===== src/rtl/led_scan_arbiter.sv =====
// led_scan_arbiter: round-robin owner of the shared multiplexed LED display.
// It latches the winner's byte, scans the digits for DWELL frames, then releases.
module led_scan_arbiter #(
  parameter int unsigned N_REQ    = 4,
  parameter int unsigned N_DIG    = 8,
  parameter int unsigned SCAN_DIV = 4,
  parameter int unsigned DWELL    = 2
) (
  input  logic               clk,
  input  logic               rst_n,
  input  logic [N_REQ-1:0]   req,
  input  logic [8*N_REQ-1:0] data,
  input  logic               pause,
  output logic [N_REQ-1:0]   grant,
  output logic [N_REQ-1:0]   done,
  output logic [7:0]         disp_data,
  output logic [N_DIG-1:0]   digit_sel,
  output logic               frame_tick,
  output logic               busy
);

  localparam int unsigned PTR_W = (N_REQ > 1) ? $clog2(N_REQ) : 1;
  localparam int unsigned IDX_W = (N_DIG > 1) ? $clog2(N_DIG) : 1;
  localparam int unsigned DIV_W = (SCAN_DIV > 1) ? $clog2(SCAN_DIV) : 1;
  localparam int unsigned FRM_W = $clog2(DWELL + 1);

  localparam logic [PTR_W-1:0] PTR_RST  = PTR_W'(N_REQ - 1);
  localparam logic [IDX_W-1:0] IDX_LAST = IDX_W'(N_DIG - 1);
  localparam logic [DIV_W-1:0] DIV_LAST = DIV_W'(SCAN_DIV - 1);
  localparam logic [FRM_W-1:0] FRM_LAST = FRM_W'(DWELL);

  typedef enum logic [1:0] {
    ST_IDLE    = 2'd0,
    ST_SHOW    = 2'd1,
    ST_RELEASE = 2'd2
  } state_t;

  state_t             r_state,     w_state_nxt;
  logic [PTR_W-1:0]   r_ptr,       w_ptr_nxt;
  logic [PTR_W-1:0]   r_owner,     w_owner_nxt;
  logic [IDX_W-1:0]   r_idx,       w_idx_nxt;
  logic [DIV_W-1:0]   r_div,       w_div_nxt;
  logic [FRM_W-1:0]   r_frm,       w_frm_nxt;
  logic [N_REQ-1:0]   r_grant,     w_grant_nxt;
  logic [N_REQ-1:0]   r_done,      w_done_nxt;
  logic [7:0]         r_disp,      w_disp_nxt;
  logic [N_DIG-1:0]   r_sel,       w_sel_nxt;
  logic               r_tick,      w_tick_nxt;
  logic               r_busy,      w_busy_nxt;

  logic [PTR_W-1:0]   w_winner;
  logic               w_found;
  logic [7:0]         w_win_data;
  logic               w_wrap;
  logic [FRM_W-1:0]   w_frm_inc;

  // Round-robin search: first requester above the pointer, wrapping.
  always_comb begin
    int unsigned cand;
    w_winner = '0;
    w_found  = 1'b0;
    cand     = 0;
    for (int unsigned k = 1; k <= N_REQ; k++) begin
      cand = (32'(r_ptr) + k) % N_REQ;
      if (!w_found && req[PTR_W'(cand)]) begin
        w_found  = 1'b1;
        w_winner = PTR_W'(cand);
      end
    end
  end

  // Byte of the requester that wins arbitration this cycle.
  always_comb begin
    w_win_data = '0;
    for (int unsigned i = 0; i < N_REQ; i++) begin
      if (w_winner == PTR_W'(i)) w_win_data = data[8*i +: 8];
    end
  end

  // Next-state and next-output logic; outputs are all registered.
  always_comb begin
    w_state_nxt = r_state;
    w_ptr_nxt   = r_ptr;
    w_owner_nxt = r_owner;
    w_idx_nxt   = r_idx;
    w_div_nxt   = r_div;
    w_frm_nxt   = r_frm;
    w_grant_nxt = r_grant;
    w_done_nxt  = '0;
    w_disp_nxt  = r_disp;
    w_sel_nxt   = r_sel;
    w_tick_nxt  = 1'b0;
    w_busy_nxt  = r_busy;
    w_wrap      = 1'b0;
    w_frm_inc   = FRM_W'(r_frm + FRM_W'(1));

    unique case (r_state)
      ST_IDLE: begin
        w_grant_nxt = '0;
        w_disp_nxt  = '0;
        w_sel_nxt   = '0;
        w_busy_nxt  = 1'b0;
        if (w_found) begin
          w_state_nxt = ST_SHOW;
          w_owner_nxt = w_winner;
          w_ptr_nxt   = w_winner;
          w_grant_nxt = N_REQ'(1) << w_winner;
          w_disp_nxt  = w_win_data;
          w_idx_nxt   = '0;
          w_div_nxt   = '0;
          w_frm_nxt   = '0;
          w_sel_nxt   = N_DIG'(1);
          w_busy_nxt  = 1'b1;
        end
      end

      ST_SHOW: begin
        // pause freezes the scan and suspends abort checking
        if (!pause) begin
          if (r_div == DIV_LAST) begin
            w_div_nxt = '0;
            w_wrap    = (r_idx == IDX_LAST);
            w_idx_nxt = w_wrap ? '0 : IDX_W'(r_idx + IDX_W'(1));
            w_sel_nxt = N_DIG'(1) << w_idx_nxt;
            if (w_wrap) begin
              w_tick_nxt = 1'b1;
              w_frm_nxt  = w_frm_inc;
            end
            // Abort takes priority over a normal finish: no done pulse.
            if (!req[r_owner] || (w_wrap && (w_frm_inc == FRM_LAST))) begin
              w_state_nxt = ST_RELEASE;
              w_grant_nxt = '0;
              w_sel_nxt   = '0;
              w_disp_nxt  = '0;
              if (req[r_owner]) w_done_nxt = N_REQ'(1) << r_owner;
            end
          end else begin
            w_div_nxt = DIV_W'(r_div + DIV_W'(1));
          end
        end
      end

      ST_RELEASE: begin
        w_state_nxt = ST_IDLE;
        w_grant_nxt = '0;
        w_sel_nxt   = '0;
        w_disp_nxt  = '0;
        w_busy_nxt  = 1'b0;
      end

      default: begin
        w_state_nxt = ST_IDLE;
        w_grant_nxt = '0;
        w_sel_nxt   = '0;
        w_disp_nxt  = '0;
        w_busy_nxt  = 1'b0;
      end
    endcase
  end

  // State and output registers with asynchronous clear.
  always_ff @(posedge clk or negedge rst_n) begin
    if (!rst_n) begin
      r_state <= ST_IDLE;
      r_ptr   <= PTR_RST;
      r_owner <= '0;
      r_idx   <= '0;
      r_div   <= '0;
      r_frm   <= '0;
      r_grant <= '0;
      r_done  <= '0;
      r_disp  <= '0;
      r_sel   <= '0;
      r_tick  <= 1'b0;
      r_busy  <= 1'b0;
    end else begin
      r_state <= w_state_nxt;
      r_ptr   <= w_ptr_nxt;
      r_owner <= w_owner_nxt;
      r_idx   <= w_idx_nxt;
      r_div   <= w_div_nxt;
      r_frm   <= w_frm_nxt;
      r_grant <= w_grant_nxt;
      r_done  <= w_done_nxt;
      r_disp  <= w_disp_nxt;
      r_sel   <= w_sel_nxt;
      r_tick  <= w_tick_nxt;
      r_busy  <= w_busy_nxt;
    end
  end

  assign grant      = r_grant;
  assign done       = r_done;
  assign disp_data  = r_disp;
  assign digit_sel  = r_sel;
  assign frame_tick = r_tick;
  assign busy       = r_busy;

endmodule

===== config.mk =====
export PLATFORM = sky130hd
export DESIGN_NAME = led_scan_arbiter
export DESIGN_NICKNAME = d
export VERILOG_FILES = /design/src/rtl/led_scan_arbiter.sv
export SDC_FILE = /design/constraint.sdc
export NUM_CORES = 1
export LEC_CHECK = 0
export ABC_AREA = 1
export CAP_MARGIN = 20
export CORE_MARGIN = 8
export CORE_UTILIZATION = 40
export DETAILED_ROUTE_END_ITERATION = 16
export PLACE_DENSITY = 0.68
export RECOVER_POWER = 50
export SLEW_MARGIN = 20
export SYNTH_ARGS = -nofsm -noshare
export SYNTH_HDL_FRONTEND = slang
export SYNTH_SLANG_ARGS = --single-unit

===== constraint.sdc =====
create_clock -name clk -period 5.2 [get_ports clk]
set_input_delay 1.56 -clock clk [delete_from_list [all_inputs] [get_ports clk]]
set_output_delay 1.56 -clock clk [all_outputs]
set_load 0.02 [all_outputs]

Word level (Yosys, flattened, before mapping). Cells that the tools add are included.

Word-level logic and storage cells: 124. Input bits: 39. Register bits after elaboration: 39. Output and inout port bits: 26.

Shift-type cells: 3. Equality and inequality tests: 12. Mux-type cells: 66. Order comparisons: 5. Add/subtract/negate cells: 7. Reduce and logical (&&, ||, !) cells: 19.

Operators by type and width (number): two-way mux 8 bit (11); two-way mux 4 bit (9); one-hot mux 8 bit (2 select lines) (2); two-way mux 2 bit (14); < comparator 2 x 3 -> 1 bit, second input constant (5); two-way mux 1 bit (15); two-way mux 3 bit (4); one-hot mux 2 bit (2 select lines) (3); binary-select mux 1 bit (select 2 bit) (5); inequality test 2 bit, second input constant (5); adder 2 x 1 -> 2 bit, second input constant (4); equality test 2 bit, second input constant (4); one-hot mux 4 bit (2 select lines) (1); AND reduction 4 bit (2); left shift 1 x 2 -> 4 bit, first input constant (2); left shift 1 x 3 -> 8 bit, first input constant (1); one-hot mux 3 bit (2 select lines) (1); AND reduction 3 bit (2); AND reduction 5 bit (1); adder 2 bit, second input constant (2); equality test 2 x 1 -> 1 bit, second input constant (2); logical AND 1 bit (4); logical NOT 1 bit (4); logical NOT 2 bit (2); 6 further kinds (7).

Depth between registers and ports, before layout. Gate-level depths: netlist of run 1.

Word-level depth: 20. Depth in mapped cells: 15. Gate-level depth less buffers: 15.

Least setup slack after synthesis of run 1. No wires, ideal clock.

Path kind: in2reg. From: in req[0]. To: reg r_disp[3], in the netlist disp_data[3]. Stages on the path: 13. Path slack: 2.408 ns. Arrival time: 2.728 ns. Path buffers: 1. Required time: 5.135 ns. Setup time: 0.065 ns. Cell sequence: inv_1 o31ai_1 nor2_1 nand2_1 nand2_1 nor2_1 inv_1 nand2_1 clkbuf_1 nand2_1 nand2_1 inv_1 nand2_1.

Word-level cells in the longest chain between the ends: 19. Elaborated cells between the ends (all ways): 38. Those cells by class: eq/ne (4); mux (24); reduce/logical (10).

Ends and longest elaborated chain: start, declared (RTL line 11) `input logic [N_REQ-1:0] req,`; binary-select mux 1 bit (select 2 bit) (RTL line 65) `if (!w_found && req[PTR_W'(cand)]) begin`; two-way mux 1 bit (implied by the code) (RTL line 65); two-way mux 1 bit (RTL line 65); logical NOT 1 bit (RTL line 65); logical AND 1 bit (RTL line 65); two-way mux 1 bit (RTL line 65); logical NOT 1 bit (RTL line 65); logical AND 1 bit (RTL line 65); two-way mux 1 bit (RTL line 65); logical NOT 1 bit (RTL line 65); logical AND 1 bit (RTL line 65); two-way mux 2 bit (RTL line 65); logical NOT 2 bit (RTL line 76) `if (w_winner == PTR_W'(i)) w_win_data = data[8*i +: 8];`; two-way mux 8 bit (4 in a row) (RTL line 76); two-way mux 8 bit (RTL line 103) `if (w_found) begin`; one-hot mux 8 bit (2 select lines) (RTL line 97) `unique case (r_state)`; end signal, assigned (RTL line 185) `r_disp <= w_disp_nxt;`; end, declared (RTL line 46) `logic [7:0] r_disp, w_disp_nxt;`.

Several ways; a longest one is shown, not always the timed one. The select of a mux whose other input is x is not followed. A chain may end at the register's enable or synchronous reset.

Final worst setup path of run 1.
From: in req[1]. To: reg r_frm[0].

Word-level cells in the longest chain between the ends: 14. Elaborated cells between the ends (all ways): 20. Those cells by class: eq/ne (1); mux (12); reduce/logical (7).

Ends and longest elaborated chain: binary-select mux 1 bit (select 2 bit) (RTL line 65); two-way mux 1 bit (implied by the code) (RTL line 65); two-way mux 1 bit (RTL line 65); logical NOT 1 bit (RTL line 65); logical AND 1 bit (RTL line 65); two-way mux 1 bit (RTL line 65); logical NOT 1 bit (RTL line 65); logical AND 1 bit (RTL line 65); two-way mux 1 bit (RTL line 65); logical NOT 1 bit (RTL line 65); logical AND 1 bit (RTL line 65); two-way mux 1 bit (*) (RTL line 65); inequality test 2 bit (no source line) (*); AND reduction 5 bit (no source line) (*); end signal, assigned (RTL line 182) `r_frm <= w_frm_nxt;`; end, declared (RTL line 43) `logic [FRM_W-1:0] r_frm, w_frm_nxt;`.

Every way passes the cells marked *; elsewhere a longest branch is shown, timed or not. The select of a mux whose other input is x is not followed.

==> flow_summary_export.csv, run 1 <==
group,metric,value,unit
run_status,run_status,"finished with violations",
run_status,violations,"capacitance limit, slew limit",
setup_path,endpoint_kind,"flop",
setup_path,required,5.42,ns
timing,max_slew_margin,-36.62,%
place,portBuffers,64,
clock_network,cts_tree,"done",
synthesis,synth.avg_cell_area,7.945,µm²
final_layout,multi_input_area,0.001192,mm²
power_and_ir_drop,clockPowerShare,13.0,%
power_and_ir_drop,power_switching_share,51.02,%
run,drv_cap,1,
detailed_routing,drc,0,
global_routing,grt_max_degree,40,
timing,hold_viol,0,
setup_path,r2r_cells,11,
detailed_routing,vias_per_cell,4.905,
global_routing,first_global_vias,2202,
clock_network,htree_levels,2,
power_and_ir_drop,powerDensity,609.4,mW/mm²
synthesis,synth_seq_cells,39,
floorplan,die_area,0.008685,mm²
timing,setup_tns,0,ns
floorplan,initial_core_util,40.74,%
synthesis,synth_top_area_share,38.85,%
clock_network,clockBufferDepth,2,
final_layout,finish.utilization,54.51,%
synthesis,synth_top_cell_by_area,"dfrtp_1",
place,pre_cts_ws,1.524,ns
final_layout,num-fill-cells,542,
clock_network,cts_hold_buffers,0,
timing,fin_ws,1.833,ns
power_and_ir_drop,peakVddDrop,0.0003663,V
floorplan,ios,65,
place,gp_congestion,0.8186,
timing,clock_skew,0.004581,ns
clock_network,postCtsResizedCells,0,
final_layout,drive_gt1_share,11.44,%
clock_network,root_buffer,"clkbuf_8",
timing,period_share,64.75,%
timing,worstMarginPinSlew,2.049,ns
detailed_routing,first_pass_iters,4,
floorplan,fp.dieW,93.20,µm
clock_network,cts_setup_buffers,0,
synthesis,synth_nets,347,
final_layout,seq_area,978.4,µm²
floorplan,core,0.005851,mm²
setup_path,crit_fanout,12,
final_layout,syn_to_final_growth,33.81,%
synthesis,synth_seq_area_share,41.05,%
synthesis,synth_warnings,0,
synthesis,syn_area,0.002384,mm²
power_and_ir_drop,p_sw,991.6,µW
global_routing,grt_pass1_wl,10430,µm
hold_path,whs_path_depth,2,
power_and_ir_drop,cellLeakagePower,0.001548,µW
timing,post-route-min-period,3.367,ns
detailed_routing,post_drt_wl_per_cell,13.94,µm
detailed_routing,first_iter_violations,80,
place,dp_hpwl,4756,µm
detailed_routing,ant_nets,0,
setup_path,critical_path_arrival,3.59,ns
clock_network,cts_sinks,39,
final_layout,diodes,0,
clock_network,insertion_delay,0.29,ns
clock_network,clk_pin_slew,0.08,ns
timing,rsz0062_at_grt,"no",
synthesis,synth_cell_types,35,
power_and_ir_drop,p_int,952.0,µW
setup_path,cp-start-kind,"primary input",
final_layout,nets,413,
timing,final_max_slew_viol_count,40,
global_routing,grt_util_all_layers,14.98,%
timing,fmax,297.0,MHz
detailed_routing,routed_wl,6162,µm
global_routing,grt-ovfl-total,0,
floorplan,die_height,93.20,µm
clock_network,cts_buffers,5,
detailed_routing,vias,2168,
synthesis,ys_top_cells_by_area,"dfrtp_1, nand2_1, nand3_1",
power_and_ir_drop,combPwrFrac,62.8,%
synthesis,synthCells,300,
timing,setup_violations,0,
hold_path,holdCritPathClass,"reg2reg",
global_routing,antenna_found_initial,0,
power_and_ir_drop,seqPwrFrac,24.2,%
setup_path,path_class,"in2reg",
floorplan,rows,28,
-- through the flow --
step           cells  hold slack, ns  cell area (µm²)  power, µW
2_1_floorplan    300          0.4594             2384       1417
3_3_place_gp     434          0.4619             3078       1691
3_5_place_dp     434          0.4740             3078       1708
4_1_cts          442          0.4939             3191       1973
5_1_grt          442          0.5156             3189       2129
6_report         442          0.4911             3189       1944
-- worst paths after layout --
check	slack, ns	end	start
worst max-delay path	1.83	r_frm[0]	req[1]
worst min-delay path	0.49	disp_data[4]	disp_data[4]
worst max register to register	2.91	r_frm[0]	r_ptr[0]
worst min register to register	0.49	disp_data[4]	disp_data[4]
max in group asynchronous	2.18	r_div[0]	rst_n
min in group asynchronous	1.84	disp_data[6]	rst_n
-- sequential cells by signal, summed over array words and instances, names as in the netlist, 2 cells and up --
name       count
r_div          2
done           4
r_frm          2
r_owner        2
r_idx          3
grant          4
digit_sel      8
r_ptr          2
disp_data      8
r_state        2
-- critical path, cell delays in order --
cell             delay, ns
clkdlybuf4s50_1       0.49
inv_1                 0.06
nand2_1               0.07
nand2_1               0.09
o21ai_2               0.25
nand3b_1              0.15
nand2_1               0.27
inv_2                 0.23
nor2_2                0.07
a21oi_2               0.17
nand3_1               0.09
o21ai_0               0.09
-- power by group through the flow --
stage / combinational, µW / clock [µW] / sequential, µW
after floorplan: 897 / 0 / 521
after global placement: 1220 / 0 / 475
final: 1220 / 253 / 471
after CTS: 1240 / 262 / 472
after global routing: 1370 / 271 / 484
after detailed placement: 1230 / 0 / 476
-- logic make-up after synthesis --
family | after synthesis | synth area share (%)
and+or+nand+nor | 170 | 38.32
buffers and inverters | 51 | 8.923
DFF | 39 | 41.05
AOI/OAI and AO/OA | 32 | 7.506
adders and majority gates | 8 | 4.200
-- Yosys cell counts, drive strengths merged --
| cell | instances |
|---|---|
| nand4 | 10 |
| o31ai | 2 |
| a31oi | 1 |
| clkbuf | 2 |
| dfstp | 2 |
| nor3 | 2 |
| nor4 | 4 |
| or2 | 3 |
| a21oi | 4 |
| buf | 3 |
| dfrtp | 37 |
| clkinv | 1 |
| nand3b | 4 |
| inv | 45 |
| ha | 8 |
| nor2 | 22 |
| nand2 | 89 |
| nand3 | 36 |
| o21ai | 25 |
-- placed cells by master (no fill, tap or decap), types with 2 or more instances in the layout --
cell type	synthesis	final
nand2_1	78	78
clkdlybuf4s50_1	0	50
inv_1	39	39
dfrtp_1	37	37
nand3_1	30	30
o21ai_0	19	19
nor2_1	17	17
dlygate4sd3_1	0	13
nand4_1	9	9
ha_1	8	8
nand2_2	6	6
o21ai_1	5	5
clkbuf_8	0	5
nor4_1	4	4
inv_2	4	4
nand3b_1	4	4
nand3_2	4	4
nor2_2	3	3
nand2_4	3	3
a21oi_1	3	3
nor3_1	2	2
nor2_8	2	2
nand3_4	2	2
nand2_8	2	2
inv_4	2	2
or2_1	2	2
dfstp_2	2	2
-- metal layers --
layer	GRT usage (%)	up-vias	routed length, µm
li1	-	1109	-
met5	0	-	0
met4	5.369	0	96
met2	24.56	39	2991
met3	4.006	7	323
met1	18.48	1013	2750
-- cell type report --
type / instances / share of cell area (%)
Clock buffer: 5 / 2.158
Clock inverter: 3 / 1.373
Inverter: 46 / 5.571
Multi-Input combinational cell: 210 / 37.39
Sequential cell: 39 / 30.68
Tap cell: 75 / 2.942
Timing Repair Buffer: 64 / 19.89
(Power assumes the default switching activity.)
==> inputs of run 2 (changes only) <==
Clock period 5.2 ns to 3.5 ns, I/O delays scaled along.
==> run 2 against run 1 <==
  * The run still ends with capacitance limit, slew limit left
  * Utilization fell by 0.41 points
  * Sequential power rose by 49%
  * Sequential share of layout area rose by 0.23 points
  * Count of clock-buffer cells in the layout rose by 2
  * Via count fell by 1.4%
  * Die area did not move
  * Clock power rose by 16%
  * Critical path type unchanged
  * Largest cell class unchanged
  * Largest power group unchanged
  * Highest routed layer unchanged
==> flow_summary_export.csv, run 2 (synthesis results as in run 1) <==
group,metric,value,unit
run_status,run_status,"finished with violations",
run_status,violations,"capacitance limit, slew limit",
floorplan,die_area,0.008685,mm²
timing,hold_viol,0,
floorplan,rows,28,
timing,hold_slack,0.4762,ns
floorplan,core,0.005851,mm²
detailed_routing,top_layer,"met4",
final_layout,syn_to_final_growth,32.81,%
floorplan,ios,65,
clock_network,root_buffer,"clkbuf_8",
floorplan,initial_core_util,40.74,%
global_routing,grt_util_all_layers,15.12,%
power_and_ir_drop,cellLeakagePower,0.001538,µW
clock_network,cts_sinks,39,
place,gp_congestion,0.8081,
timing,setup_tns,0,ns
clock_network,insertion_delay,0.29,ns
clock_network,cts_buffers,5,
global_routing,grt_max_degree,40,
run,drv_cap,1,
timing,fmax,362.8,MHz
global_routing,antenna_found_initial,0,
clock_network,postCtsResizedCells,0,
timing,period_share,78.75,%
timing,final_max_slew_viol_count,40,
power_and_ir_drop,peakVddDrop,0.0005744,V
detailed_routing,drc,0,
detailed_routing,first_pass_iters,4,
clock_network,htree_levels,2,
clock_network,cts_setup_buffers,0,
final_layout,diodes,0,
detailed_routing,route.met3.wl,381,µm
setup_path,required,3.73,ns
setup_path,endpoint_kind,"flop",
setup_path,path_class,"in2reg",
floorplan,die_height,93.20,µm
clock_network,clk_pin_slew,0.07,ns
final_layout,layout_common_cells,"nand2_1, clkdlybuf4s50_1, inv_1",
timing,setup_violations,0,
final_layout,postLayoutCellArea,0.003166,mm²
global_routing,grt_pass1_wl,10620,µm
final_layout,nets,414,
timing,max_slew_margin,-39.31,%
hold_path,holdCritPathClass,"reg2reg",
detailed_routing,post_drt_wl_per_cell,14.19,µm
final_layout,layout_commonest_cell,"nand2_1",
setup_path,crit_fanout,7,
power_and_ir_drop,powerDensity,890.6,mW/mm²
place,place_area,0.003085,mm²
final_layout,drive_gt1_share,11.14,%
detailed_routing,wl_met2,3000,µm
timing,rsz0062_at_grt,"no",
detailed_routing,routed_wl,6285,µm
detailed_routing,ant_nets,0,
setup_path,critical_path_arrival,2.98,ns
setup_path,cp-start-kind,"primary input",
global_routing,first_global_vias,2223,
detailed_routing,vias,2138,
floorplan,fp.dieW,93.20,µm
timing,worstMarginPinSlew,2.090,ns
clock_network,cts_hold_buffers,0,
timing,clock_skew,0.002426,ns
detailed_routing,vias_per_cell,4.826,
detailed_routing,first_iter_violations,115,
place,dp_hpwl,4846,µm
clock_network,clockBufferDepth,2,
detailed_routing,wl_met1,2823,µm
place,portBuffers,64,
final_layout,num-fill-cells,579,
timing,post-route-min-period,2.756,ns
global_routing,grt-ovfl-total,0,
clock_network,cts_tree,"done",
run 2: cell types whose count changed in the layout (fill, tap and decap cells not counted), sizes merged:
cell    before  now
clkbuf       6    8
buf          0    1
bufinv       1    0
clkinv       3    2
run 2: worst max-delay path: stages:
cell and delay [ns]:
clkdlybuf4s50_1 0.48, inv_1 0.06, nand2_1 0.07, nand2_1 0.08
o21ai_2 0.25, nand3b_1 0.17, nand2_1 0.18, buf_4 0.25
nor2_2 0.15, nand4_1 0.15, nand2_1 0.09
run 2: path summary, 6_finish.rpt:
check	slack (ns)	end	from	cells past startpoint
max reg2reg	1.31	disp_data[1]	r_ptr[0]	10
min in group asynchronous	1.35	disp_data[6]	rst_n	1
min	0.48	disp_data[4]	disp_data[4]	2
max in group asynchronous	0.95	digit_sel[4]	rst_n	1
max	0.74	disp_data[1]	req[0]	11
min reg2reg	0.48	disp_data[4]	disp_data[4]	2
run 2: area by class of cell:
| cell class | instances | area, µm² | share of cell area (%) |
|---|---|---|---|
| clock inverters | 1 | 5.005 | 0.1581 |
| inverters | 46 | 177.7 | 5.613 |
| multi-input cells | 210 | 1192 | 37.67 |
| clock buffers | 7 | 76.32 | 2.411 |
| well taps | 75 | 93.84 | 2.964 |
| flip-flops and latches | 39 | 978.4 | 30.91 |
| repair buffers | 65 | 641.9 | 20.28 |
run 2: where the power goes:
part	internal, µW	switching (µW)	total (µW)
Sequential	597	103	700
Clock	140	153	293
Combinational	614	1210	1830
Total	1350	1470	2820
run 2: through the flow:
step | setup WS, ns | util [%] | instances | power, µW
2_1_floorplan | 1.218 | - | 300 | 2106
3_3_place_gp | 0.4610 | 52.74 | 435 | 2502
3_5_place_dp | 0.4511 | 52.74 | 435 | 2534
4_1_cts | 0.7399 | 54.13 | 443 | 2838
5_1_grt | 0.4531 | 54.11 | 443 | 3091
6_report | 0.7439 | 54.11 | 443 | 2819
run 2: routing by layer:
layer  up-vias  GRT usage (%)
li1       1099              -
met1       994          19.27
met2        39          23.91
met3         6          4.567
met4         0          4.832
met5         -              0
